## config.mk

```make
export PLATFORM = sky130hd
export DESIGN_NAME = matrix_ctrl_fsm_p_flat
export DESIGN_NICKNAME = d
export VERILOG_FILES = /design/src/rtl/matrix_ctrl_fsm_p_pkg.sv /design/src/rtl/matrix_ctrl_fsm_p_if.sv /design/src/rtl/matrix_ctrl_fsm_p_sec_countdown.sv /design/src/rtl/matrix_ctrl_fsm_p.sv /design/src/flat_wrapper.sv
export SDC_FILE = /design/constraint.sdc
export NUM_CORES = 1
export LEC_CHECK = 0
export BUFFER_PORTS_ARGS = -buffer_cell sky130_fd_sc_hd__buf_4
export CORE_UTILIZATION = 30
export CTS_CLUSTER_SIZE = 14
export DETAILED_ROUTE_END_ITERATION = 8
export PLACE_DENSITY = 0.55
export SLEW_MARGIN = 40
export SYNTH_ARGS = -nofsm -noshare
export SYNTH_HDL_FRONTEND = slang
export SYNTH_SLANG_ARGS = --single-unit
```

## constraint.sdc

```tcl
create_clock -name clk -period 3.3 [get_ports clk]
set_clock_uncertainty 0.15 [all_clocks]
set_input_delay 0.165 -clock clk [delete_from_list [all_inputs] [get_ports clk]]
set_output_delay 0.165 -clock clk [all_outputs]
set_load 0.01 [all_outputs]
```

## src/rtl/matrix_ctrl_fsm_p_pkg.sv

```systemverilog
// Shared state encodings, operation codes and op-legality check for the
// matrix calculator control path.
package matrix_ctrl_pkg;

    typedef enum logic [3:0] {
        ST_IDLE    = 4'd0,
        ST_MENU    = 4'd1,
        ST_INPUT   = 4'd2,
        ST_GEN     = 4'd3,
        ST_DISPLAY = 4'd4,
        ST_COMPUTE = 4'd5,
        ST_ERROR   = 4'd6,
        ST_SELECT  = 4'd8,
        ST_WAIT    = 4'd9
    } state_e;

    localparam logic [3:0] OP_TRANSPOSE = 4'b0001;
    localparam logic [3:0] OP_ADD       = 4'b0010;
    localparam logic [3:0] OP_SCALAR    = 4'b0100;
    localparam logic [3:0] OP_MATMUL    = 4'b1000;
    localparam logic [3:0] OP_CONV      = 4'b1111;

    function automatic logic is_legal_op(input logic [3:0] op);
        return (op == OP_TRANSPOSE) || (op == OP_ADD) || (op == OP_SCALAR) ||
               (op == OP_MATMUL) || (op == OP_CONV);
    endfunction

endpackage

```

## src/rtl/matrix_ctrl_fsm_p_if.sv

```systemverilog
// Start/done handshakes between the control FSM (master) and the matrix
// sub-modules (slave).
interface matrix_ctrl_fsm_p_if;
    logic start_input;
    logic start_gen;
    logic start_disp;
    logic start_calc;
    logic input_done;
    logic gen_done;
    logic disp_done;
    logic calc_done;
    logic error_in;

    modport master (
        output start_input, start_gen, start_disp, start_calc,
        input  input_done, gen_done, disp_done, calc_done, error_in
    );

    modport slave (
        input  start_input, start_gen, start_disp, start_calc,
        output input_done, gen_done, disp_done, calc_done, error_in
    );
endinterface

```

## src/rtl/matrix_ctrl_fsm_p_sec_countdown.sv

```systemverilog
// Seconds countdown for the error wait: a CLK_HZ divider stepping sec_out
// down from WAIT_SEC, with a pulse in the cycle the last second expires.
module sec_countdown #(
    parameter int unsigned CLK_HZ   = 100_000_000,
    parameter int unsigned WAIT_SEC = 10,
    parameter int unsigned CNT_W    = 4
) (
    input  logic             clk,
    input  logic             rst_n,
    input  logic             load,
    input  logic             enable,
    input  logic             clear,
    output logic [CNT_W-1:0] sec_out,
    output logic             done_pulse
);

    localparam int unsigned DIV_W = $clog2(CLK_HZ);

    logic [DIV_W-1:0] div_q, div_d;
    logic [CNT_W-1:0] sec_q, sec_d;
    logic             wrap;

    assign wrap       = (div_q == DIV_W'(CLK_HZ - 1));
    assign done_pulse = enable && wrap && (sec_q == CNT_W'(1));
    assign sec_out    = sec_q;

    always_comb begin
        div_d = div_q;
        sec_d = sec_q;
        if (load) begin
            div_d = '0;
            sec_d = CNT_W'(WAIT_SEC);
        end else if (clear) begin
            div_d = '0;
            sec_d = '0;
        end else if (enable) begin
            if (wrap) begin
                div_d = '0;
                if (sec_q != '0) begin
                    sec_d = sec_q - CNT_W'(1);
                end
            end else begin
                div_d = div_q + DIV_W'(1);
            end
        end
    end

    always_ff @(posedge clk or negedge rst_n) begin
        if (!rst_n) begin
            div_q <= '0;
            sec_q <= '0;
        end else begin
            div_q <= div_d;
            sec_q <= sec_d;
        end
    end

endmodule

```

## src/rtl/matrix_ctrl_fsm_p.sv

```systemverilog
// Top-level control FSM of the matrix calculator: menu, input, generate,
// display, select and compute phases with timeout, retry limit and error wait.
module matrix_ctrl_fsm_p
    import matrix_ctrl_pkg::*;
#(
    parameter int unsigned CLK_HZ       = 100_000_000,
    parameter int unsigned WAIT_SEC     = 10,
    parameter int unsigned CNT_W        = 4,
    parameter int unsigned CALC_TIMEOUT = 50_000_000,
    parameter int unsigned MAX_RETRY    = 3
) (
    input  logic                 clk,
    input  logic                 rst_n,
    matrix_ctrl_fsm_p_if.master  hs,
    input  logic                 button,
    input  logic [3:0]           mode_sel,
    output logic [3:0]           state,
    output logic [3:0]           op_type,
    output logic                 error_led,
    output logic [CNT_W-1:0]     countdown_sec,
    output logic                 countdown_done,
    output logic [3:0]           retry_cnt
);

    localparam int unsigned TO_W = (CALC_TIMEOUT > 1) ? $clog2(CALC_TIMEOUT) : 1;

    state_e          state_q, state_d;
    logic            button_q;
    logic            press;
    logic [3:0]      op_q, op_d;
    logic [3:0]      retry_q, retry_d;
    logic [TO_W-1:0] calc_cnt_q, calc_cnt_d;
    logic            start_input_q, start_gen_q, start_disp_q, start_calc_q;
    logic            cd_load, cd_enable, cd_clear, cd_expired;

    assign press = button && !button_q;

    always_comb begin
        state_d = state_q;
        op_d    = op_q;
        retry_d = retry_q;
        case (state_q)
            ST_IDLE: state_d = ST_MENU;
            ST_MENU: begin
                if (press) begin
                    case (mode_sel)
                        OP_TRANSPOSE: state_d = ST_INPUT;
                        OP_ADD:       state_d = ST_GEN;
                        OP_SCALAR:    state_d = ST_DISPLAY;
                        OP_MATMUL:    state_d = ST_SELECT;
                        default:      state_d = ST_MENU;
                    endcase
                end
            end
            ST_INPUT:   if (hs.input_done) state_d = ST_MENU;
            ST_GEN:     if (hs.gen_done)   state_d = ST_MENU;
            ST_DISPLAY: if (hs.disp_done)  state_d = ST_MENU;
            ST_SELECT: begin
                if (hs.error_in) begin
                    state_d = ST_ERROR;
                end else if (press) begin
                    if (is_legal_op(mode_sel)) begin
                        op_d    = mode_sel;
                        state_d = ST_COMPUTE;
                    end else begin
                        state_d = ST_ERROR;
                    end
                end
            end
            ST_COMPUTE: begin
                if (hs.error_in) begin
                    state_d = ST_ERROR;
                end else if (hs.calc_done) begin
                    state_d = ST_DISPLAY;
                    retry_d = '0;
                end else if (calc_cnt_q == TO_W'(CALC_TIMEOUT - 1)) begin
                    state_d = ST_ERROR;
                end
            end
            ST_ERROR: begin
                state_d = ST_WAIT;
                if (retry_q != 4'hF) retry_d = retry_q + 4'd1;
            end
            ST_WAIT: begin
                // A press outranks expiry even in the expiry cycle itself.
                if (press) begin
                    state_d = (retry_q < 4'(MAX_RETRY)) ? ST_SELECT : ST_MENU;
                end else if (cd_expired) begin
                    state_d = ST_MENU;
                end
            end
            default: state_d = ST_MENU;
        endcase
        if ((state_d == ST_MENU) && (state_q != ST_MENU)) retry_d = '0;
    end

    assign calc_cnt_d = (state_q == ST_COMPUTE) ? calc_cnt_q + TO_W'(1) : '0;

    // enable is held off on a press so no expiry pulse competes with it.
    assign cd_enable = (state_q == ST_WAIT) && !press;
    assign cd_load   = (state_d == ST_WAIT) && (state_q != ST_WAIT);
    assign cd_clear  = (state_d != ST_WAIT);

    sec_countdown #(
        .CLK_HZ  (CLK_HZ),
        .WAIT_SEC(WAIT_SEC),
        .CNT_W   (CNT_W)
    ) u_countdown (
        .clk       (clk),
        .rst_n     (rst_n),
        .load      (cd_load),
        .enable    (cd_enable),
        .clear     (cd_clear),
        .sec_out   (countdown_sec),
        .done_pulse(cd_expired)
    );

    always_ff @(posedge clk or negedge rst_n) begin
        if (!rst_n) begin
            state_q       <= ST_IDLE;
            button_q      <= 1'b0;
            op_q          <= '0;
            retry_q       <= '0;
            calc_cnt_q    <= '0;
            start_input_q <= 1'b0;
            start_gen_q   <= 1'b0;
            start_disp_q  <= 1'b0;
            start_calc_q  <= 1'b0;
        end else begin
            state_q       <= state_d;
            button_q      <= button;
            op_q          <= op_d;
            retry_q       <= retry_d;
            calc_cnt_q    <= calc_cnt_d;
            start_input_q <= (state_d == ST_INPUT)   && (state_q != ST_INPUT);
            start_gen_q   <= (state_d == ST_GEN)     && (state_q != ST_GEN);
            start_disp_q  <= (state_d == ST_DISPLAY) && (state_q != ST_DISPLAY);
            start_calc_q  <= (state_d == ST_COMPUTE) && (state_q != ST_COMPUTE);
        end
    end

    assign hs.start_input = start_input_q;
    assign hs.start_gen   = start_gen_q;
    assign hs.start_disp  = start_disp_q;
    assign hs.start_calc  = start_calc_q;

    assign state          = state_q;
    assign op_type        = op_q;
    assign retry_cnt      = retry_q;
    assign error_led      = (state_q == ST_ERROR) || (state_q == ST_WAIT);
    assign countdown_done = cd_expired;

endmodule

```

## src/flat_wrapper.sv

```systemverilog
// flat-port wrapper written by rule: the top's interface ports become plain ports
module matrix_ctrl_fsm_p_flat import matrix_ctrl_pkg::*;
#(
    parameter int unsigned CLK_HZ       = 100_000_000,
    parameter int unsigned WAIT_SEC     = 10,
    parameter int unsigned CNT_W        = 4,
    parameter int unsigned CALC_TIMEOUT = 50_000_000,
    parameter int unsigned MAX_RETRY    = 3
)
  (clk, rst_n, button, mode_sel, state, op_type, error_led, countdown_sec, countdown_done, retry_cnt, hs_start_input, hs_start_gen, hs_start_disp, hs_start_calc, hs_input_done, hs_gen_done, hs_disp_done, hs_calc_done, hs_error_in);
  matrix_ctrl_fsm_p_if hs_i ();
  input  logic clk;
  input  logic rst_n;
  input  logic button;
  input  logic [3:0] mode_sel;
  output logic [3:0] state;
  output logic [3:0] op_type;
  output logic error_led;
  output logic [CNT_W-1:0] countdown_sec;
  output logic countdown_done;
  output logic [3:0] retry_cnt;
  output wire logic [$bits(hs_i.start_input)-1:0] hs_start_input;
  output wire logic [$bits(hs_i.start_gen)-1:0] hs_start_gen;
  output wire logic [$bits(hs_i.start_disp)-1:0] hs_start_disp;
  output wire logic [$bits(hs_i.start_calc)-1:0] hs_start_calc;
  input wire logic [$bits(hs_i.input_done)-1:0] hs_input_done;
  input wire logic [$bits(hs_i.gen_done)-1:0] hs_gen_done;
  input wire logic [$bits(hs_i.disp_done)-1:0] hs_disp_done;
  input wire logic [$bits(hs_i.calc_done)-1:0] hs_calc_done;
  input wire logic [$bits(hs_i.error_in)-1:0] hs_error_in;
  assign hs_start_input = hs_i.start_input;
  assign hs_start_gen = hs_i.start_gen;
  assign hs_start_disp = hs_i.start_disp;
  assign hs_start_calc = hs_i.start_calc;
  assign hs_i.input_done = hs_input_done;
  assign hs_i.gen_done = hs_gen_done;
  assign hs_i.disp_done = hs_disp_done;
  assign hs_i.calc_done = hs_calc_done;
  assign hs_i.error_in = hs_error_in;
  matrix_ctrl_fsm_p #(.CLK_HZ(CLK_HZ), .WAIT_SEC(WAIT_SEC), .CNT_W(CNT_W), .CALC_TIMEOUT(CALC_TIMEOUT), .MAX_RETRY(MAX_RETRY)) u_core (.clk(clk), .rst_n(rst_n), .hs(hs_i), .button(button), .mode_sel(mode_sel), .state(state), .op_type(op_type), .error_led(error_led), .countdown_sec(countdown_sec), .countdown_done(countdown_done), .retry_cnt(retry_cnt));
endmodule
```

==> Word-level counts from Yosys, hierarchy flattened <==
Cells that the tools add are included.
{ "op_classes": {"addsub": 4, "magnitude_cmp": 1, "eq_ne": 33, "n_mux": 30, "n_bitwise": 1, "reduce_logical": 25} }
{ "op_table": {"columns": ["op", "count"], "rows": [
  ["27-bit two-way mux", 4],
  ["4-bit two-way mux", 21],
  ["4-bit one-hot mux with 8 select lines", 1],
  ["27-bit by 1-bit adder with 27-bit output (second input constant)", 1],
  ["27-bit == test (second input constant)", 1],
  ["26-bit by 1-bit adder with 26-bit output (second input constant)", 1],
  ["26-bit == test (second input constant)", 1],
  ["26-bit two-way mux", 1],
  ["4-bit by 3-bit == test with 1-bit output (second input constant)", 6],
  ["4-bit by 2-bit == test with 1-bit output (second input constant)", 5],
  ["4-bit == test (second input constant)", 5],
  ["4-bit by 1-bit == test with 1-bit output (second input constant)", 4],
  ["4-bit one-hot mux with 4 select lines", 1],
  ["4-bit inequality test (second input constant)", 3],
  ["3-bit nonzero test", 4],
  ["1-bit logical AND", 10],
  ["4-bit by 2-bit inequality test with 1-bit output (second input constant)", 2],
  ["4-bit by 3-bit inequality test with 1-bit output (second input constant)", 2],
  ["4-bit one-hot mux with 2 select lines", 1],
  ["4-bit AND reduction", 2],
  ["3-bit by 2-bit inequality test with 1-bit output (second input constant)", 2],
  ["1-bit logical OR", 5],
  ["4-bit by 1-bit adder with 4-bit output (second input constant)", 1],
  ["4-bit by 2-bit less-than comparator with 1-bit output (second input constant)", 1],
  ["other kinds (8)", 9]
]} }
{ "word_totals": {"ff_bits": 74, "out_inout_bits": 22} }

==> Longest topological paths before layout <==
Gate-level depths: netlist (run 1).
{ "logic_depth": {"ltp_word": 13, "mapped_depth": 9, "mapped_depth_nobuf": 7} }

==> By module <==
Synthesis (run 1) repeated with hierarchy kept, for this count alone.
{ "unflattened": {"hier_cells": 467, "area_unflattened_um2": 4398.0} }
{ "by_module_without_submodules": {"columns": ["mod", "instances", "cells_per_inst", "area_per_inst_um2", "seq_area_each_um2"], "rows": [
  ["matrix_ctrl_fsm_p", 1, 260, 2468.6, 1076.0],
  ["sec_countdown", 1, 207, 1929.4, 775.7]
]} }

==> Worst setup path before layout (run 1) <==
OpenSTA, ideal clock, no wires.
{ "synth_timing": {"path_kind": "register -> register", "from": "register u_core.state_q[0], in the netlist u_core.state[0]", "to": "register u_core.u_countdown.sec_q[1], in the netlist u_core.u_countdown.sec_out[1]", "arrival_time_ps": 2227, "required_ps": 3020, "slack_ps": 793, "stages_incl_launch_ff": 10, "n_path_buf": 3, "path_cell_list": "dfrtp_1 buf_2 or4b_4 or2_0 a311oi_2 or4_1 buf_4 nand4bb_4 buf_6 a2bb2oi_1"} }
{ "synth_between": {"elab_chain_cells": 11, "word_cells_on_any_way": 33} }
{ "synth_rtl": {"columns": ["item", "line", "text"], "rows": [
  ["start, declared", "matrix_ctrl_fsm_p.sv:27", "state_e state_q, state_d;"],
  ["start signal, assigned", "matrix_ctrl_fsm_p.sv:130", "state_q <= state_d;"],
  ["4-bit == test", "matrix_ctrl_fsm_p.sv:42, matrix_ctrl_fsm_p.sv:100", null],
  ["1-bit logical AND", "matrix_ctrl_fsm_p.sv:100", "assign cd_enable = (state_q == ST_WAIT) && !press;"],
  ["1-bit logical AND (2 in series)", "matrix_ctrl_fsm_p_sec_countdown.sv:24", "assign done_pulse = enable && wrap && (sec_q == CNT_W'(1));"],
  ["4-bit two-way mux", "matrix_ctrl_fsm_p.sv:88", "end else if (cd_expired) begin"],
  ["4-bit two-way mux", "matrix_ctrl_fsm_p.sv:86", "if (press) begin"],
  ["4-bit one-hot mux with 8 select lines *", "matrix_ctrl_fsm_p.sv:42", "case (state_q)"],
  ["via u_core.state_d[0]", "matrix_ctrl_fsm_p.sv:27", null],
  ["4-bit == test", "matrix_ctrl_fsm_p.sv:101", "assign cd_load = (state_d == ST_WAIT) && (state_q != ST_WAIT);"],
  ["1-bit logical AND", "matrix_ctrl_fsm_p.sv:101", null],
  ["3-bit nonzero test (no source line)", null, null],
  ["3-bit AND reduction (no source line)", null, null],
  ["end signal, assigned", "matrix_ctrl_fsm_p_sec_countdown.sv:51", "sec_q <= '0;"],
  ["end signal, assigned", "matrix_ctrl_fsm_p_sec_countdown.sv:54", "sec_q <= sec_d;"],
  ["end, declared", "matrix_ctrl_fsm_p_sec_countdown.sv:20", "logic [CNT_W-1:0] sec_q, sec_d;"]
]} }
The timed path passes the listed nets; every way through them passes the cells marked *.
A chain may end at the register's enable or synchronous reset.

==> Worst setup path in the final report (run 1) <==
Same ends and word-level chain as after synthesis.

==> results of run 1 <==
[layout make-up]
cell class / instances / area (sq um) / share of cell area (%)
well taps: 176 / 220 / 4.57
flip-flops and latches: 74 / 1850 / 38.5
multi-input cells: 318 / 2120 / 44.0
inverters: 9 / 33.8 / 0.702
clock inverters: 1 / 5.00 / 0.104
repair buffers: 42 / 344 / 7.15
clock buffers: 11 / 243 / 5.04
[routing by layer]
metal	up-vias	GRT usage, %
li1	1557	-
met1	1535	18.6
met2	38	20.9
met3	5	3.88
met4	0	4.27
met5	-	0
[worst max-delay path, cell delays in order (launching register included)]
cell and delay [ns]:
dfrtp_1 0.64, or4b_1 0.63, nor4_1 0.25, a221oi_1 0.14, o21ai_1 0.32, nand4bb_4 0.16, buf_12 0.20, a2bb2oi_1 0.15
[power breakdown]
group	internal (mW)	total, mW	switching [mW]	leakage [nW]
Sequential	0.963	1.06	0.0975	1.02
Clock	0.510	0.840	0.330	0.123
Combinational	0.243	0.596	0.353	0.799
[synthesized netlist by cell type (2+ instances only)]
library cell / number
a21oi_1: 10
a31oi_1: 9
and3_1: 16
and4_1: 9
buf_1: 2
buf_2: 6
buf_6: 2
clkbuf_1: 7
dfrtp_1: 74
ha_1: 5
inv_1: 9
mux2_2: 3
nand2_1: 28
nand2b_1: 2
nand3_1: 19
nand4_1: 9
nand4b_1: 2
nand4bb_1: 2
nor2_1: 58
nor2b_1: 6
nor3_1: 9
nor3_2: 17
nor4_1: 8
nor4b_1: 5
nor4bb_1: 3
o211ai_1: 4
o21a_1: 2
o21ai_0: 10
or3_1: 3
or4_1: 2
or4b_2: 2
xnor2_1: 24
xor2_1: 27
[registers in the layout, summed over array words and instances (netlist names)]
name / flops
u_core.button_q: 1
u_core.hs.start_disp: 1
u_core.state: 4
u_core.hs.start_input: 1
u_core.retry_cnt: 4
u_core.u_countdown.div_q: 27
u_core.hs.start_gen: 1
u_core.hs.start_calc: 1
u_core.u_countdown.sec_out: 4
u_core.op_type: 4
u_core.calc_cnt_q: 26
[worst paths after layout]
kind,start,to,cells after the start
worst max register to register,u_core.state[0]$_DFF_PN0_,u_core.u_countdown.sec_out[1]$_DFFE_PN0P_,7
min in group asynchronous,rst_n,u_core.u_countdown.div_q[23]$_DFFE_PN0P_,2
worst min-delay path,mode_sel[0],u_core.op_type[0]$_DFFE_PN0P_,3
worst max-delay path,u_core.state[0]$_DFF_PN0_,u_core.u_countdown.sec_out[1]$_DFFE_PN0P_,7
worst min register to register,u_core.u_countdown.div_q[0]$_DFFE_PN0P_,u_core.u_countdown.div_q[0]$_DFFE_PN0P_,1
max in group asynchronous,rst_n,u_core.calc_cnt_q[4]$_DFF_PN0_,2
[cell families after synthesis]
| kind of cell | after synthesis | synth area share (%) |
|---|---|---|
| AND/OR/NAND/NOR | 212 | 30.8 |
| multiplexers | 4 | 1.07 |
| flip-flops | 74 | 45.1 |
| adder cells (fa/ha/maj) | 5 | 1.53 |
| AO/OA/AOI/OAI | 46 | 7.29 |
| buffers and inverters | 28 | 3.23 |
| XOR/XNOR | 51 | 10.9 |
[placed cells by master (no fill, tap or decap), types with 10 or more instances in the layout]
| master | netlist | routed |
|---|---|---|
| dfrtp_1 | 74 | 74 |
| nor2_1 | 58 | 58 |
| buf_4 | 1 | 35 |
| nand2_1 | 28 | 28 |
| xor2_1 | 27 | 27 |
| xnor2_1 | 24 | 24 |
| nand3_1 | 19 | 19 |
| nor3_2 | 17 | 17 |
| and3_1 | 16 | 16 |
| a21oi_1 | 10 | 10 |
| o21ai_0 | 10 | 10 |
[through the flow]
stage          hold slack (ns)  total power, mW  cells  setup WS [ns]  area, sq um
6_report                0.0153             2.50    631          0.505         4810
5_1_grt                 0.0390             2.65    631          0.334         4810
4_1_cts                0.00699             2.53    631          0.493         4810
3_5_place_dp            0.0870             1.67    614          0.524         4520
3_3_place_gp             0.148             1.66    614          0.608         4510
2_1_floorplan           -0.281             1.48    420          0.793         4100
[timing repair]
action,4_1_cts,5_1_grt
hold endpoints to repair,78,0
hold buffers,5,0
buffers inserted,0,0
==> impl_metrics.json, run 1 <==
{
  "antenna_found_initial": 0,
  "fmax_ghz": 0.358,
  "finalCriticalPeriod_ns": 2.80,
  "via_per_inst": 4.97,
  "synth_ff_type": "dfrtp_1",
  "die_h_um": 119,
  "slew_headroom_pct": 54.9,
  "rows": 42,
  "tightest_slew_ns": 0.676,
  "synthesis.nets": 437,
  "diodes": 0,
  "grt_overflow": 0,
  "start_kind": "flop",
  "path_class": "reg2reg",
  "root_buffer": "clkbuf_16",
  "top_layer": "met4",
  "cts_buffers": 9,
  "routed_wirelength_mm": 8.89,
  "finalCritPeriodShare_pct": 84.7,
  "yosysTopAreaCellShare_pct": 45.1,
  "postCtsResizedCells": 0,
  "portBuffers": 33,
  "nNetsFinal": 471,
  "io_pins": 34,
  "drive_gt1_share_pct": 16.7,
  "place_congestion": 0.796,
  "fillers": 1343,
  "die_w_um": 119,
  "power.density_nw_per_um2": 518,
  "drtAntennaViolNets": 0,
  "r2r_setup_slack_ns": 0.50,
  "drt_first_pass_iters": 4,
  "syn_area_per_cell_sq_um": 9.77,
  "p_leak_nw": 1.95,
  "drt-initial-drc-count": 179,
  "die_area_sq_um": 14100,
  "drt-met1-wl_mm": 4.43,
  "ys_seq_area_share_pct": 45.1,
  "endpoint_kind": "flop",
  "max-vdd-ir-drop_v": 0.000212,
  "cts_max_level": 3,
  "cts_tree": "done",
  "vias": 3135,
  "routedWlPerCell_um": 14.1,
  "synth_edf_count": 0,
  "core_sq_um": 13300,
  "route.detailed.drc": 0,
  "clk_pin_slew_worst_paths_ns": 0.06,
  "ys_ff_latch": 74,
  "wl_met2_mm": 4.03,
  "final-max-slew-violation-count": 0,
  "cts.sinks": 74,
  "dp_hpwl_mm": 6.30,
  "tns_ns": 0,
  "initial_core_util_pct": 30.8,
  "max_cap_viol_count": 0,
  "cts_buffer_depth": 2,
  "grt_pass1_vias": 3101,
  "grt_usage_pct": 13.7,
  "arrival_ns": 2.84,
  "area_delta_synth_final_pct": 17.4,
  "cp.required_ns": 3.35,
  "hold_viol": 0,
  "grt_setup_unrepaired": "no",
  "clk_latency_ns": 0.33,
  "critPathMaxFanout": 30,
  "final_core_util_pct": 36.2,
  "yosysUniqueCellTypes": 59,
  "yosysTopAreaCell": "dfrtp_1",
  "synth_area_sq_um": 4100,
  "synth_area_leaders": "dfrtp_1 45%, xor2_1 5.8%, nor2_1 5.3%",
  "netlist_instances": 420,
  "grt_pass1_wl_mm": 15.4,
  "status": "finished clean",
  "synthArstFlopShare_pct": 100,
  "setup_viol": 0,
  "yosys_warnings": 0,
  "route.met3.wl_um": 347,
  "hold_path.class": "in2reg",
  "grt_max_degree": 75
}
(Power assumes the default switching activity.)
==> inputs of run 2 (changes only) <==
PLACE_DENSITY = 0.56   (was 0.55)
clock period = 2.35 ns   (was 3.3 ns; I/O delays follow)
==> impl_metrics.json, run 2 (synthesis results as in run 1) <==
{
  "grt_setup_unrepaired": "yes",
  "critPathMaxFanout": 15,
  "top_regs": "u_core.u_countdown.div_q (27), u_core.calc_cnt_q (26)",
  "place_congestion": 0.815,
  "layout_common_cells": "104 x buf_4, 72 x dfrtp_1, 57 x nor2_1",
  "hold_path.class": "in2reg",
  "routed_wirelength_mm": 10.0,
  "root_buffer": "clkbuf_16",
  "area_delta_synth_final_pct": 37.6,
  "critPathBufInv": 1,
  "instances_no_fill": 710,
  "place_ws_ns": -0.154,
  "dp.cells": 684,
  "cp_cell_sequence": "or4b_4, or2_0, a311oi_2, or4_4, nand4bb_4, buf_12, nor3b_2",
  "grt_pass1_vias": 3405,
  "fin_ws_ns": -0.0593,
  "p_total_mw": 4.36,
  "hold_viol": 0,
  "cts_buffer_depth": 2,
  "finalCriticalPeriod_ns": 2.41,
  "antenna_found_initial": 0,
  "internal_power_mw": 3.01,
  "cts_tree": "done",
  "power.density_nw_per_um2": 772,
  "start_kind": "flop",
  "dp_hpwl_mm": 7.15,
  "critPathMaxStageDelay_ns": 0.55,
  "final-max-slew-violation-count": 0,
  "grt_usage_pct": 14.8,
  "core_sq_um": 13300,
  "p_leak_nw": 2.40,
  "routedWlPerCell_um": 14.1,
  "arrival_ns": 2.52,
  "drt-initial-drc-count": 225,
  "pwr-share-comb_pct": 32.4,
  "tns_ns": -0.948,
  "swShare_pct": 30.9,
  "power.share.clock_pct": 34.9,
  "grt_max_degree": 75,
  "rows": 42,
  "cts.sinks": 74,
  "path_class": "reg2reg",
  "setup_viol": 32,
  "portBuffers": 33,
  "initial_core_util_pct": 30.8,
  "max_cap_viol_count": 0,
  "power_switching_mw": 1.35,
  "regMostFlops": "u_core.u_countdown.div_q",
  "p_seq_share_pct": 32.7,
  "die_w_um": 119,
  "nNetsFinal": 546,
  "vias": 3450,
  "die_area_sq_um": 14100,
  "max-vdd-ir-drop_v": 0.000345,
  "tightest_slew_ns": 0.691,
  "diodes": 0,
  "die_h_um": 119,
  "cp.required_ns": 2.46,
  "status": "finished with violations",
  "cts_max_level": 3,
  "route.detailed.drc": 0,
  "drive_gt1_share_pct": 33.3,
  "via_per_inst": 4.86,
  "slew_headroom_pct": 53.9,
  "cts_buffers": 9,
  "clk_latency_ns": 0.34,
  "io_pins": 34,
  "finalCritPeriodShare_pct": 103,
  "violations": "negative setup slack",
  "endpoint_kind": "flop",
  "grt_pass1_wl_mm": 16.8,
  "drtAntennaViolNets": 0,
  "layout_commonest_cell": "buf_4",
  "fmax_ghz": 0.415,
  "drt_first_pass_iters": 4,
  "largest_reg_flops": 27,
  "clk_pin_slew_worst_paths_ns": 0.07,
  "grt_overflow": 0,
  "critPathTopFamily": "simple AND/OR/NAND/NOR gates",
  "cp_slowest_cell": "or4b_4"
}
## run 2: layout make-up
type / instances / area [sq um]
fillers: 1272 / 7650
multi-input cells: 318 / 2260
flip-flops and latches: 74 / 1850
repair buffers: 117 / 947
clock buffers: 10 / 239
well taps: 176 / 220
clock inverters: 6 / 88.8
inverters: 9 / 33.8
## run 2: metal layers
layer,GRT usage (%),wire length [um],vias up
met5,0,0,-
met4,4.35,104,0
met3,2.87,342,6
met2,25.3,5010,49
met1,18.9,4570,1682
li1,-,-,1713
## run 2: metrics by stage
step / area (sq um) / hold slack (ns) / utilization, %
floorplan: 4110 / -0.328 / -
global placement: 5060 / 0.103 / 38.1
detailed placement: 5070 / 0.0481 / 38.1
CTS: 5510 / 0.0219 / 41.5
global route: 5640 / 0.0332 / 42.5
finish: 5640 / 0.0333 / 42.5
## run 2: path summary, 6_finish.rpt
| path | cells after the start | start | slack [ns] | end |
|---|---|---|---|---|
| max reg2reg | 7 | u_core.state[2]$_DFF_PN0_ | -0.06 | u_core.u_countdown.div_q[1]$_DFFE_PN0P_ |
| min | 3 | mode_sel[2] | 0.03 | u_core.op_type[2]$_DFFE_PN0P_ |
| max in group asynchronous | 2 | rst_n | 1.35 | u_core.calc_cnt_q[18]$_DFF_PN0_ |
| min in group asynchronous | 2 | rst_n | 0.21 | u_core.hs.start_calc$_DFF_PN0_ |
| max | 7 | u_core.state[2]$_DFF_PN0_ | -0.06 | u_core.u_countdown.div_q[1]$_DFFE_PN0P_ |
| min reg2reg | 1 | u_core.u_countdown.div_q[0]$_DFFE_PN0P_ | 0.32 | u_core.u_countdown.div_q[0]$_DFFE_PN0P_ |
## run 2: what timing repair did
item | 4_1_cts | 5_1_grt
setup endpoints to repair | 38 | 40
hold endpoints to repair | 78 | 0
buffers inserted | 2 | 3
pin swaps | 8 | 6
gates resized for setup | 11 | 21
hold buffers | 5 | 0
## run 2: worst reg2reg max path, cell delays in order (launching register included)
cell and delay, ns:
dfrtp_1 0.41, or4b_4 0.55, or2_0 0.24, a311oi_2 0.26, or4_4 0.22, nand4bb_4 0.16, buf_12 0.20, nor3b_2 0.14
## run 2: power groups by stage
stage	registers, mW	logic (mW)	clock network (mW)
final	1.43	1.41	1.52
after global routing	1.44	1.53	1.61
after CTS	1.42	1.25	1.56
after detailed placement	1.44	1.17	0
after global placement	1.43	1.15	0
after floorplan	1.46	0.642	0
==> inputs of run 3 (changes only) <==
--- a/constraint.sdc
+++ b/constraint.sdc
@@ -4,2 +4,2 @@
 set_output_delay 0.1175 -clock clk [all_outputs]
-set_load 0.01 [all_outputs]
+set_load 0.02 [all_outputs]
==> impl_metrics.json, run 3 (synthesis results as in run 1) <==
{
  "cp_slowest_cell": "or4_4",
  "dp.cells": 680,
  "layout_common_cells": "100 x buf_4, 69 x dfrtp_1, 56 x nor2_1",
  "cts_buffer_depth": 2,
  "route.detailed.drc": 0,
  "grt_pass1_wl_mm": 17.4,
  "cp_cell_sequence": "nor4bb_2, nand2_1, or4_4, nor3_2, buf_4",
  "cts_max_level": 3,
  "finalCritPeriodShare_pct": 102,
  "grt_pass1_vias": 3584,
  "max-vdd-ir-drop_v": 0.000375,
  "p_leak_nw": 2.38,
  "vias": 3452,
  "largest_reg_flops": 27,
  "critPathMaxStageDelay_ns": 0.55,
  "hold_viol": 0,
  "drtAntennaViolNets": 0,
  "finalCriticalPeriod_ns": 2.40,
  "cts_buffers": 9,
  "layout_commonest_cell": "buf_4",
  "whs_ns": 0.0388,
  "grt_max_degree": 47,
  "tightest_slew_ns": 0.453,
  "drt-initial-drc-count": 200,
  "final_core_util_pct": 42.7,
  "clk_latency_ns": 0.34,
  "start_kind": "flop",
  "io_pins": 34,
  "slew_headroom_pct": 69.5,
  "initial_core_util_pct": 30.8,
  "arrival_ns": 2.13,
  "status": "finished with violations",
  "setup_viol": 5,
  "portBuffers": 33,
  "die_w_um": 119,
  "place_congestion": 0.874,
  "drive_gt1_share_pct": 34.5,
  "fmax_ghz": 0.418,
  "grt_overflow": 0,
  "critPathMaxFanout": 4,
  "rows": 42,
  "die_h_um": 119,
  "power.density_nw_per_um2": 806,
  "routedWlPerCell_um": 14.3,
  "top_regs": "u_core.u_countdown.div_q (27), u_core.calc_cnt_q (26)",
  "clk_pin_slew_worst_paths_ns": 0.06,
  "nNetsFinal": 542,
  "core_sq_um": 13300,
  "root_buffer": "clkbuf_16",
  "grt_setup_unrepaired": "yes",
  "final-max-slew-violation-count": 0,
  "p_total_mw": 4.58,
  "drt_first_pass_iters": 4,
  "hold_path.class": "in2reg",
  "violations": "negative setup slack",
  "place_area_sq_um": 5030,
  "tns_ns": -0.128,
  "regMostFlops": "u_core.u_countdown.div_q",
  "path_class": "reg2out",
  "dp_hpwl_mm": 7.12,
  "fin_ws_ns": -0.0450,
  "die_area_sq_um": 14100,
  "area_delta_synth_final_pct": 38.4,
  "routed_wirelength_mm": 10.1,
  "cp.required_ns": 2.08,
  "antenna_found_initial": 0,
  "via_per_inst": 4.89,
  "final_cell_area_sq_um": 5680,
  "endpoint_kind": "primary output",
  "diodes": 0,
  "instances_no_fill": 706,
  "max_cap_viol_count": 0,
  "cts_tree": "done",
  "grt_usage_pct": 15.4,
  "cts.sinks": 74,
  "place_ws_ns": -0.141
}
-- run 3: cell count changes in the layout (fill, tap and decap cells not counted), sizes merged --
cell | previous run | this run
bufinv | 2 | 3
clkinv | 1 | 0
clkbuf | 10 | 12
buf | 112 | 107
dlygate4sd3 | 5 | 6
inv | 10 | 9
clkinvlp | 2 | 1
-- run 3: path summary, 6_finish.rpt --
kind                                                     startpoint                                       end  slack [ns]  cells past startpoint
min in group asynchronous                                     rst_n  u_core.u_countdown.div_q[23]$_DFFE_PN0P_        0.11                      2
setup / recovery           u_core.u_countdown.div_q[12]$_DFFE_PN0P_                            countdown_done       -0.05                      5
setup reg to reg                          u_core.state[2]$_DFF_PN0_   u_core.u_countdown.div_q[1]$_DFFE_PN0P_       -0.05                      7
max in group asynchronous                                     rst_n           u_core.calc_cnt_q[16]$_DFF_PN0_        1.36                      3
hold reg to reg             u_core.u_countdown.div_q[0]$_DFFE_PN0P_   u_core.u_countdown.div_q[0]$_DFFE_PN0P_        0.32                      1
hold / removal                                         hs_calc_done           u_core.retry_cnt[2]$_DFFE_PN0P_        0.04                      4
-- run 3: power by group --
part | leakage (nW) | internal (mW) | switching [mW]
Clock | 0.169 | 1.10 | 0.519
Sequential | 1.02 | 1.36 | 0.0726
Combinational | 1.20 | 0.729 | 0.801
Total | 2.38 | 3.18 | 1.39
-- run 3: worst max-delay path, delay by kind of cell, from the launching register on --
family,cells,cell delay (ns)
buf+inv,1,0.17
flops,1,0.42
simple gates,4,1.20
-- run 3: routing by layer --
layer | GRT usage [%] | wire (um) | up-vias
li1 | - | - | 1706
met1 | 19.3 | 4640 | 1684
met2 | 26.0 | 5020 | 48
met3 | 2.87 | 261 | 14
met4 | 6.49 | 176 | 0
met5 | 0 | 0 | -
-- run 3: final cells by class --
| cell class | instances | area, sq um |
|---|---|---|
| clock buffer | 12 | 256 |
| clock inverter | 4 | 97.6 |
| fill | 1263 | 7620 |
| inverter | 9 | 33.8 |
| multi-input combinational | 318 | 2300 |
| sequential | 74 | 1860 |
| tap | 176 | 220 |
| timing repair buffer | 113 | 916 |
-- run 3: timing repair --
item                       4_1_cts  5_1_grt
setup buffers                    2        2
pin swaps                        4       10
gates cloned                     0        0
hold endpoints to repair        79        0
gates resized for setup         20       22
hold buffers                     6        0
setup endpoints to repair       37       38
